--- src/rtl/rf_bist.sv ---
// rf_bist: 8x8 register-file BIST, LFSR write sweeps checked against a shadow copy.
// Define RF_BIST_ERRLOG_EN to keep a log of the first failing register in each run.
module rf_bist #(
    parameter int unsigned PASSES = 4,
    parameter logic [7:0]  SEED   = 8'hA5
) (
    input  logic       Clk,
    input  logic       Rst,
    input  logic       start,
    output logic       busy,
    output logic       done,
    output logic       pass,
    output logic [7:0] err_cnt,
    output logic       WEN,
    output logic [2:0] RW,
    output logic [7:0] busW,
    output logic [2:0] RX,
    output logic [2:0] RY,
    input  logic [7:0] busX,
    input  logic [7:0] busY,
    output logic [2:0] fail_reg,
    output logic [7:0] fail_exp,
    output logic [7:0] fail_act
);

    localparam logic [1:0] S_IDLE  = 2'd0;
    localparam logic [1:0] S_WRITE = 2'd1;
    localparam logic [1:0] S_READ  = 2'd2;
    localparam logic [1:0] S_DONE  = 2'd3;

    // An all-zero LFSR would lock up, so a zero seed is promoted to 1.
    localparam logic [7:0] SEED_EFF  = (SEED == 8'h00) ? 8'h01 : SEED;
    localparam logic [5:0] LAST_PASS = 6'(PASSES - 1);

    logic [1:0] state_q, state_d;
    logic [2:0] k_q, k_d;
    logic [5:0] pcnt_q, pcnt_d;
    logic [7:0] lfsr_q, lfsr_d;
    logic [7:0] err_q, err_d;
    logic       pass_q, pass_d;
    logic [7:0] shadow_q [8];

    logic       in_write;
    logic       in_read;
    logic       start_run;
    logic [2:0] ry_addr;
    logic [7:0] exp_x;
    logic [7:0] exp_y;
    logic       mis_x;
    logic       mis_y;
    logic [8:0] err_sum;

    assign in_write  = (state_q == S_WRITE);
    assign in_read   = (state_q == S_READ);
    assign start_run = (state_q == S_IDLE) && start;
    assign ry_addr   = 3'd7 - k_q;

    // Register 0 is hard-wired to zero in the register file.
    assign exp_x = (k_q == 3'd0) ? 8'h00 : shadow_q[k_q];
    assign exp_y = (ry_addr == 3'd0) ? 8'h00 : shadow_q[ry_addr];
    assign mis_x = in_read && (busX != exp_x);
    assign mis_y = in_read && (busY != exp_y);
    assign err_sum = {1'b0, err_q} + {8'd0, mis_x} + {8'd0, mis_y};

    always_comb begin
        state_d = state_q;
        k_d     = k_q;
        pcnt_d  = pcnt_q;
        lfsr_d  = lfsr_q;
        err_d   = err_q;
        pass_d  = pass_q;
        unique case (state_q)
            S_IDLE: begin
                if (start) begin
                    state_d = S_WRITE;
                    k_d     = 3'd0;
                    pcnt_d  = 6'd0;
                    lfsr_d  = SEED_EFF;
                    err_d   = 8'h00;
                    pass_d  = 1'b0;
                end
            end
            S_WRITE: begin
                lfsr_d = {lfsr_q[6:0],
                          lfsr_q[7] ^ lfsr_q[5] ^ lfsr_q[4] ^ lfsr_q[3]};
                k_d    = k_q + 3'd1;
                if (k_q == 3'd7) begin
                    state_d = S_READ;
                end
            end
            S_READ: begin
                err_d = err_sum[8] ? 8'hFF : err_sum[7:0];
                k_d   = k_q + 3'd1;
                if (k_q == 3'd7) begin
                    if (pcnt_q == LAST_PASS) begin
                        state_d = S_DONE;
                        pass_d  = (err_d == 8'h00);
                    end else begin
                        state_d = S_WRITE;
                        pcnt_d  = pcnt_q + 6'd1;
                    end
                end
            end
            S_DONE: begin
                state_d = S_IDLE;
            end
            default: begin
                state_d = S_IDLE;
            end
        endcase
    end

    always_ff @(posedge Clk) begin
        if (Rst) begin
            state_q <= S_IDLE;
            k_q     <= 3'd0;
            pcnt_q  <= 6'd0;
            lfsr_q  <= 8'h00;
            err_q   <= 8'h00;
            pass_q  <= 1'b0;
        end else begin
            state_q <= state_d;
            k_q     <= k_d;
            pcnt_q  <= pcnt_d;
            lfsr_q  <= lfsr_d;
            err_q   <= err_d;
            pass_q  <= pass_d;
        end
    end

    always_ff @(posedge Clk) begin
        if (Rst) begin
            for (int i = 0; i < 8; i++) begin
                shadow_q[i] <= 8'h00;
            end
        end else if (in_write) begin
            shadow_q[k_q] <= lfsr_q;
        end
    end

    assign busy    = (state_q != S_IDLE);
    assign done    = (state_q == S_DONE);
    assign pass    = pass_q;
    assign err_cnt = err_q;
    assign WEN     = in_write;
    assign RW      = in_write ? k_q : 3'd0;
    assign busW    = in_write ? lfsr_q : 8'h00;
    assign RX      = in_read ? k_q : 3'd0;
    assign RY      = in_read ? ry_addr : 3'd0;

`ifdef RF_BIST_ERRLOG_EN
    logic       flog_q;
    logic [2:0] freg_q;
    logic [7:0] fexp_q;
    logic [7:0] fact_q;

    // X is examined before Y so a double miss logs the X register.
    always_ff @(posedge Clk) begin
        if (Rst || start_run) begin
            flog_q <= 1'b0;
            freg_q <= 3'd0;
            fexp_q <= 8'h00;
            fact_q <= 8'h00;
        end else if (!flog_q && mis_x) begin
            flog_q <= 1'b1;
            freg_q <= k_q;
            fexp_q <= exp_x;
            fact_q <= busX;
        end else if (!flog_q && mis_y) begin
            flog_q <= 1'b1;
            freg_q <= ry_addr;
            fexp_q <= exp_y;
            fact_q <= busY;
        end
    end

    assign fail_reg = freg_q;
    assign fail_exp = fexp_q;
    assign fail_act = fact_q;
`else
    assign fail_reg = 3'd0;
    assign fail_exp = 8'h00;
    assign fail_act = 8'h00;
`endif

endmodule

--- config.mk ---
export PLATFORM = sky130hd
export DESIGN_NAME = rf_bist
export DESIGN_NICKNAME = d
export VERILOG_FILES = /design/src/rtl/rf_bist.sv
export SDC_FILE = /design/constraint.sdc
export NUM_CORES = 1
export LEC_CHECK = 0
export CAP_MARGIN = 10
export CORE_ASPECT_RATIO = 0.7
export CORE_MARGIN = 8
export CORE_UTILIZATION = 50
export CTS_BUF_LIST = sky130_fd_sc_hd__clkbuf_4
export DETAILED_ROUTE_END_ITERATION = 12
export PLACE_DENSITY = 0.77
export SLEW_MARGIN = 20
export SYNTH_ARGS = -nofsm -noshare
export SYNTH_HDL_FRONTEND = slang
export SYNTH_SLANG_ARGS = --single-unit
--- constraint.sdc ---
create_clock -name Clk -period 8.2 [get_ports Clk]
set_input_delay 2.05 -clock Clk [delete_from_list [all_inputs] [get_ports Clk]]
set_output_delay 2.05 -clock Clk [all_outputs]
set_load 0.05 [all_outputs]
==> metrics.cfg, run 1 <==
[final_layout]
n_antenna_cell=0
final_common_cell=and2_1
nets=576
layout_common_cells=77 x and2_1, 64 x edfxtp_1, 55 x nor2_1
fin_cells=705
fin_util_pct=57.0
area_delta_synth_final_pct=11.3
layout-drive-gt1-share_pct=11.1

[setup_path]
start_kind=flop
ff2ff_setup_slack_ns=3.27
rr_startpoint=k_q[0]
cp.arrival_ns=5.31
cp.required_ns=8.58
cpMaxStageDelayCell=dfxtp_1
path_class=flop to flop
r2r-end=pass
crit_path_max_incr_delay_ns=0.73
crit_fanout=15
reg2regPathDepth=16
path_cells=buf_4 -> mux4_2 -> mux2i_1 -> nor2b_1 -> a21oi_2 -> o32ai_1 -> a41o_1 -> fa_1 -> inv_1 -> ha_1 -> nand3_1 -> nor2_1 -> nand4b_1 -> a2111oi_0 -> o21ai_1 -> a21oi_1
cp-end-kind=flop

[power]
switching_power_mw=0.618
intPower_mw=0.927
combPwrFrac_pct=41.3
clock_power_share_pct=18.4
switching_share_pct=40.0
power.density_nw_per_um2=246
seqPwrFrac_pct=40.3
irDropWorstVdd_mv=0.181
p_leak_nw=2.19
p_total_mw=1.55

[detailed_routing]
drc=0
drt_iter0_markers=479
wl_per_cell_um=21.0
first_pass_iters=5
via_per_inst=5.98
vias=4215
postRouteAntennaNets=0
wl_um=14800

[synthesis]
synth_seq_area_share_pct=45.1
syn-mean-instance-area_um2=11.0
syn_area_um2=5640
ys_seq_elements=95
syn_inst=515
synthFlopType=edfxtp_1
synth_edf_count=64
yosys_warnings=0
yosysUniqueCellTypes=63
synthArstFlopShare_pct=0

[timing]
worst_slew_pin_slew_ns=1.03
grt_setup_unrepaired=false
fin_crit_ns=4.93
timing.fmax_ghz=0.203
finalHoldViolations=0
fin_hold_ws_ns=0.468
skew_ns=0.0220
post-route-period-util_pct=60.2
slew_violations=0
setup-tns-final_ns=0
slew_headroom_pct=31.0
finalSetupViolations=0

[placed_design]
gp_congestion=0.895
placedCellCount=689
numPortBuffers=47
dp_hpwl_um=11000

[grt]
antenna_found_initial=0
grt_pass1_wl_um=22700
grt_max_degree=30
grt_usage_pct=19.9
overflow=0
grt_pass1_vias=4037

[min_path]
hp-start=pass
hold_end=pass
hp-class=flop to flop
min_path_cells=2

[die]
fp.dieW_um=143
start_util_pct=51.2
core-area_um2=11000
die-area_um2=15000
die_h_um=105
rows=32
pin_count=67

[clock_tree]
cts_made_buffers=9
cts-root-buf=clkbuf_4
cts.sinks=95
cts_tree=done
clockBufferDepth=2
cts_max_level=3
clkSlewWorstSetupHoldPaths_ns=0.16
postCtsSetupBuffers=0
cts_resized=0
clk_latency_ns=0.47
cts_hold_buffers=0

[status]
status=finished clean

[run]
maxCapViolCount=0

==> metal layers <==
metal  vias up  track usage, %  share of wire [%]
li1       1888               -                  -
met1      2067            26.6                 43
met2       238            29.9                 44
met3        22            6.77                 12
met4         0            6.12                1.7
met5         -               0                  0
==> critical path, delay by kind of cell, from the launching register on <==
kind	cells	cell delay, ns
buffers and inverters	2	0.43
AO/OA/AOI/OAI	6	1.21
multiplexers	2	1.06
AND/OR/NAND/NOR	4	0.78
flip-flops	1	0.73
adder cells (fa/ha/maj)	2	0.62
==> area by class of cell <==
type,count,area [um2]
inverters,12,45.0
well taps,153,191
clock buffers,9,67.6
multi-input cells,371,2780
clock inverters,7,96.3
repair buffers,58,553
fillers,930,4730
flip-flops and latches,95,2540
==> state kept, by name, indices dropped and copies added, names as in the netlist, named ones only <==
signal    flops
pcnt_q        6
shadow_q     64
state_q       2
k_q           3
lfsr_q        8
err_cnt       8
pass          1
==> cells by family (layout without fill, tap and decap cells) <==
family	count (synthesis)	in the layout	share of synthesized area, %
AND/OR/NAND/NOR	194	194	18.8
flip-flops	95	95	45.1
AO/OA/AOI/OAI	81	81	9.07
buffers and inverters	67	86	6.83
multiplexers	48	48	14.9
XOR/XNOR	19	19	2.95
adder cells (fa/ha/maj)	10	10	2.35
other	1	19	0.0665
==> power by group through the flow <==
stage / combinational, mW / sequential [mW] / clock, mW
floorplan: 0.529 / 0.583 / 0
global placement: 0.612 / 0.627 / 0
detailed placement: 0.630 / 0.633 / 0
CTS: 0.632 / 0.622 / 0.286
global route: 0.684 / 0.632 / 0.303
finish: 0.639 / 0.623 / 0.284
==> how the worst max path moves through the flow <==
stage / startpoint / endpoint / slack [ns] / cells past startpoint
2_1_floorplan: busY[6] / pass / 3.71 / 13
3_3_place_gp: busY[5] / pass / 3.04 / 14
3_5_place_dp: busY[6] / pass / 2.90 / 14
4_1_cts: state_q[0] / RX[0] / 3.31 / 5
5_1_grt: k_q[0] / pass / 2.90 / 16
6_report: k_q[0] / pass / 3.27 / 16
==> per-stage QoR <==
step                area (um2)  setup WS (ns)
CTS                       6280           3.31
global placement          6110           3.04
floorplan                 5710           3.71
detailed placement        6110           2.90
finish                    6280           3.27
global route              6280           2.90
==> cell usage after synthesis, types with 11 or more instances <==
library cell | instances | area share, %
clkbuf_1 | 18 | 1.2
xnor2_1 | 12 | 1.9
nand2_1 | 14 | 0.93
and2_1 | 77 | 8.5
mux2i_1 | 12 | 2.1
a21oi_1 | 26 | 2.3
nor2_1 | 55 | 3.7
mux4_2 | 25 | 10
o21ai_0 | 19 | 1.7
dfxtp_1 | 31 | 11
buf_4 | 25 | 3.3
edfxtp_1 | 64 | 34
inv_1 | 11 | 0.73
No activity file was read; power rests on OpenSTA's default activity.
==> run 2: changes to the inputs <==
--- a/config.mk
+++ b/config.mk
@@ -11,7 +11,7 @@
 export CORE_UTILIZATION = 50
 export CTS_BUF_LIST = sky130_fd_sc_hd__clkbuf_4
 export DETAILED_ROUTE_END_ITERATION = 12
-export PLACE_DENSITY = 0.77
+export PLACE_DENSITY = 0.79
 export SLEW_MARGIN = 20
 export SYNTH_ARGS = -nofsm -noshare
 export SYNTH_HDL_FRONTEND = slang
==> constraint.sdc (replaced) <==
create_clock -name Clk -period 4.06 [get_ports Clk]
set_input_delay 1.015 -clock Clk [delete_from_list [all_inputs] [get_ports Clk]]
set_output_delay 1.015 -clock Clk [all_outputs]
set_load 0.05 [all_outputs]
==> run 2 against run 1 <==
Sequential power is 100% higher. Sequential share of layout area down 1.0 points. Largest cell class unchanged. Register-to-register slack worse by 3.1 ns.
==> metrics.cfg, run 2 (synthesized netlist as in run 1, its figures left out) <==
[power]
irDropWorstVdd_mv=0.345
switching_power_mw=1.29
p_leak_nw=2.27
combPwrFrac_pct=44.3
power.density_nw_per_um2=493
seqPwrFrac_pct=39.4
p_total_mw=3.18
clock_power_share_pct=16.3
switching_share_pct=40.6
intPower_mw=1.89

[detailed_routing]
drt_iter0_markers=515
postRouteAntennaNets=0
drc=0
vias=4386
first_pass_iters=7
via_per_inst=6.08
wl_per_cell_um=20.9
wl_um=15100

[clock_tree]
cts_made_buffers=9
cts.sinks=95
clk_latency_ns=0.48
cts_tree=done
clockBufferDepth=2
cts_hold_buffers=0
clkSlewWorstSetupHoldPaths_ns=0.14
cts_max_level=3
cts-root-buf=clkbuf_4

[die]
die-area_um2=15000
start_util_pct=51.2
pin_count=67
die_h_um=105
rows=32
fp.dieW_um=143
core-area_um2=11000

[placed_design]
post-place-ws_ns=-0.0490
dp_hpwl_um=11200
gp_congestion=0.936
placedCellCount=703
numPortBuffers=47

[final_layout]
final_common_cell=and2_1
fin_cells=721
largest_register=shadow_q
area_delta_synth_final_pct=14.4
n_antenna_cell=0
layout_common_cells=77 x and2_1, 64 x edfxtp_1, 54 x nor2_1
nets=592
largest_register_ffs=64
fin_util_pct=58.6
layout-drive-gt1-share_pct=14.4

[setup_path]
start_kind=flop
reg2regPathDepth=16
crit_fanout=13
cp.required_ns=4.48
path_class=flop to flop
cp-end-kind=flop
cp.arrival_ns=4.33

[timing]
timing.fmax_ghz=0.256
skew_ns=0.0222
fin_hold_ws_ns=0.473
slew_violations=0
finalSetupViolations=0
slew_headroom_pct=50.4
worst_slew_pin_slew_ns=0.724
finalHoldViolations=0
post-route-period-util_pct=96.3
fin_crit_ns=3.91
setup_ws_ns=0.149

[grt]
overflow=0
grt_usage_pct=19.9
grt_max_degree=26
grt_pass1_vias=4149
grt_pass1_wl_um=23100
antenna_found_initial=0

[status]
status=finished clean

[min_path]
hp-class=flop to flop
min_path_cells=2

[run]
maxCapViolCount=0

## run 2: power by group through the flow
stage | Clock [mW] | Sequential, mW | Combinational [mW]
floorplan | 0 | 1.18 | 1.07
global route | 0.563 | 1.27 | 1.50
finish | 0.519 | 1.25 | 1.41
global placement | 0 | 1.26 | 1.31
CTS | 0.521 | 1.25 | 1.35
detailed placement | 0 | 1.27 | 1.34
## run 2: per-stage QoR
step	instance area [um2]	TNS (ns)
5_1_grt	6450	-0.0536
2_1_floorplan	5710	0
4_1_cts	6380	0
6_report	6450	0
3_3_place_gp	6240	0
3_5_place_dp	6240	-0.0490
## run 2: final cells by class
class                   instances  area, um2
inverters                      12       45.0
multi-input cells             371       2810
fillers                       909       4560
well taps                     153        191
clock inverters                 7       70.1
flip-flops and latches         95       2550
repair buffers                 74        716
clock buffers                   9       67.6
## run 2: critical path, stage by stage (launching register included)
cell       delay [ns]
dfxtp_4          0.41
buf_12           0.16
mux4_2           0.54
mux2i_4          0.29
and4bb_1         0.25
a21oi_1          0.11
o32ai_1          0.10
a41o_1           0.23
fa_1             0.41
inv_1            0.08
ha_1             0.19
nand3_2          0.13
nor2_4           0.19
nand4b_1         0.16
a2111oi_2        0.33
o21ai_1          0.13
a21oi_1          0.15
## run 2: per-layer routing
| metal | part of all wire (%) | global-route usage [%] | vias up |
|---|---|---|---|
| met1 | 43 | 28.5 | 2148 |
| li1 | - | - | 1922 |
| met3 | 12 | 5.41 | 26 |
| met5 | 0 | 0 | - |
| met4 | 1.2 | 5.44 | 0 |
| met2 | 43 | 28.7 | 290 |
## run 2: final timing paths
path | from | end | slack [ns]
worst max-delay path | k_q[0] | pass | 0.15
worst min-delay path | pass | pass | 0.47
worst max register to register | k_q[0] | pass | 0.15
worst min register to register | pass | pass | 0.47
## run 2: what timing repair did
item | CTS | global route
gates cloned | 0 | 1
setup buffers | 0 | 1
pin swaps | 0 | 1
hold endpoints to repair | 0 | 0
setup endpoints to repair | 1 | 6
gates resized for setup | 1 | 10
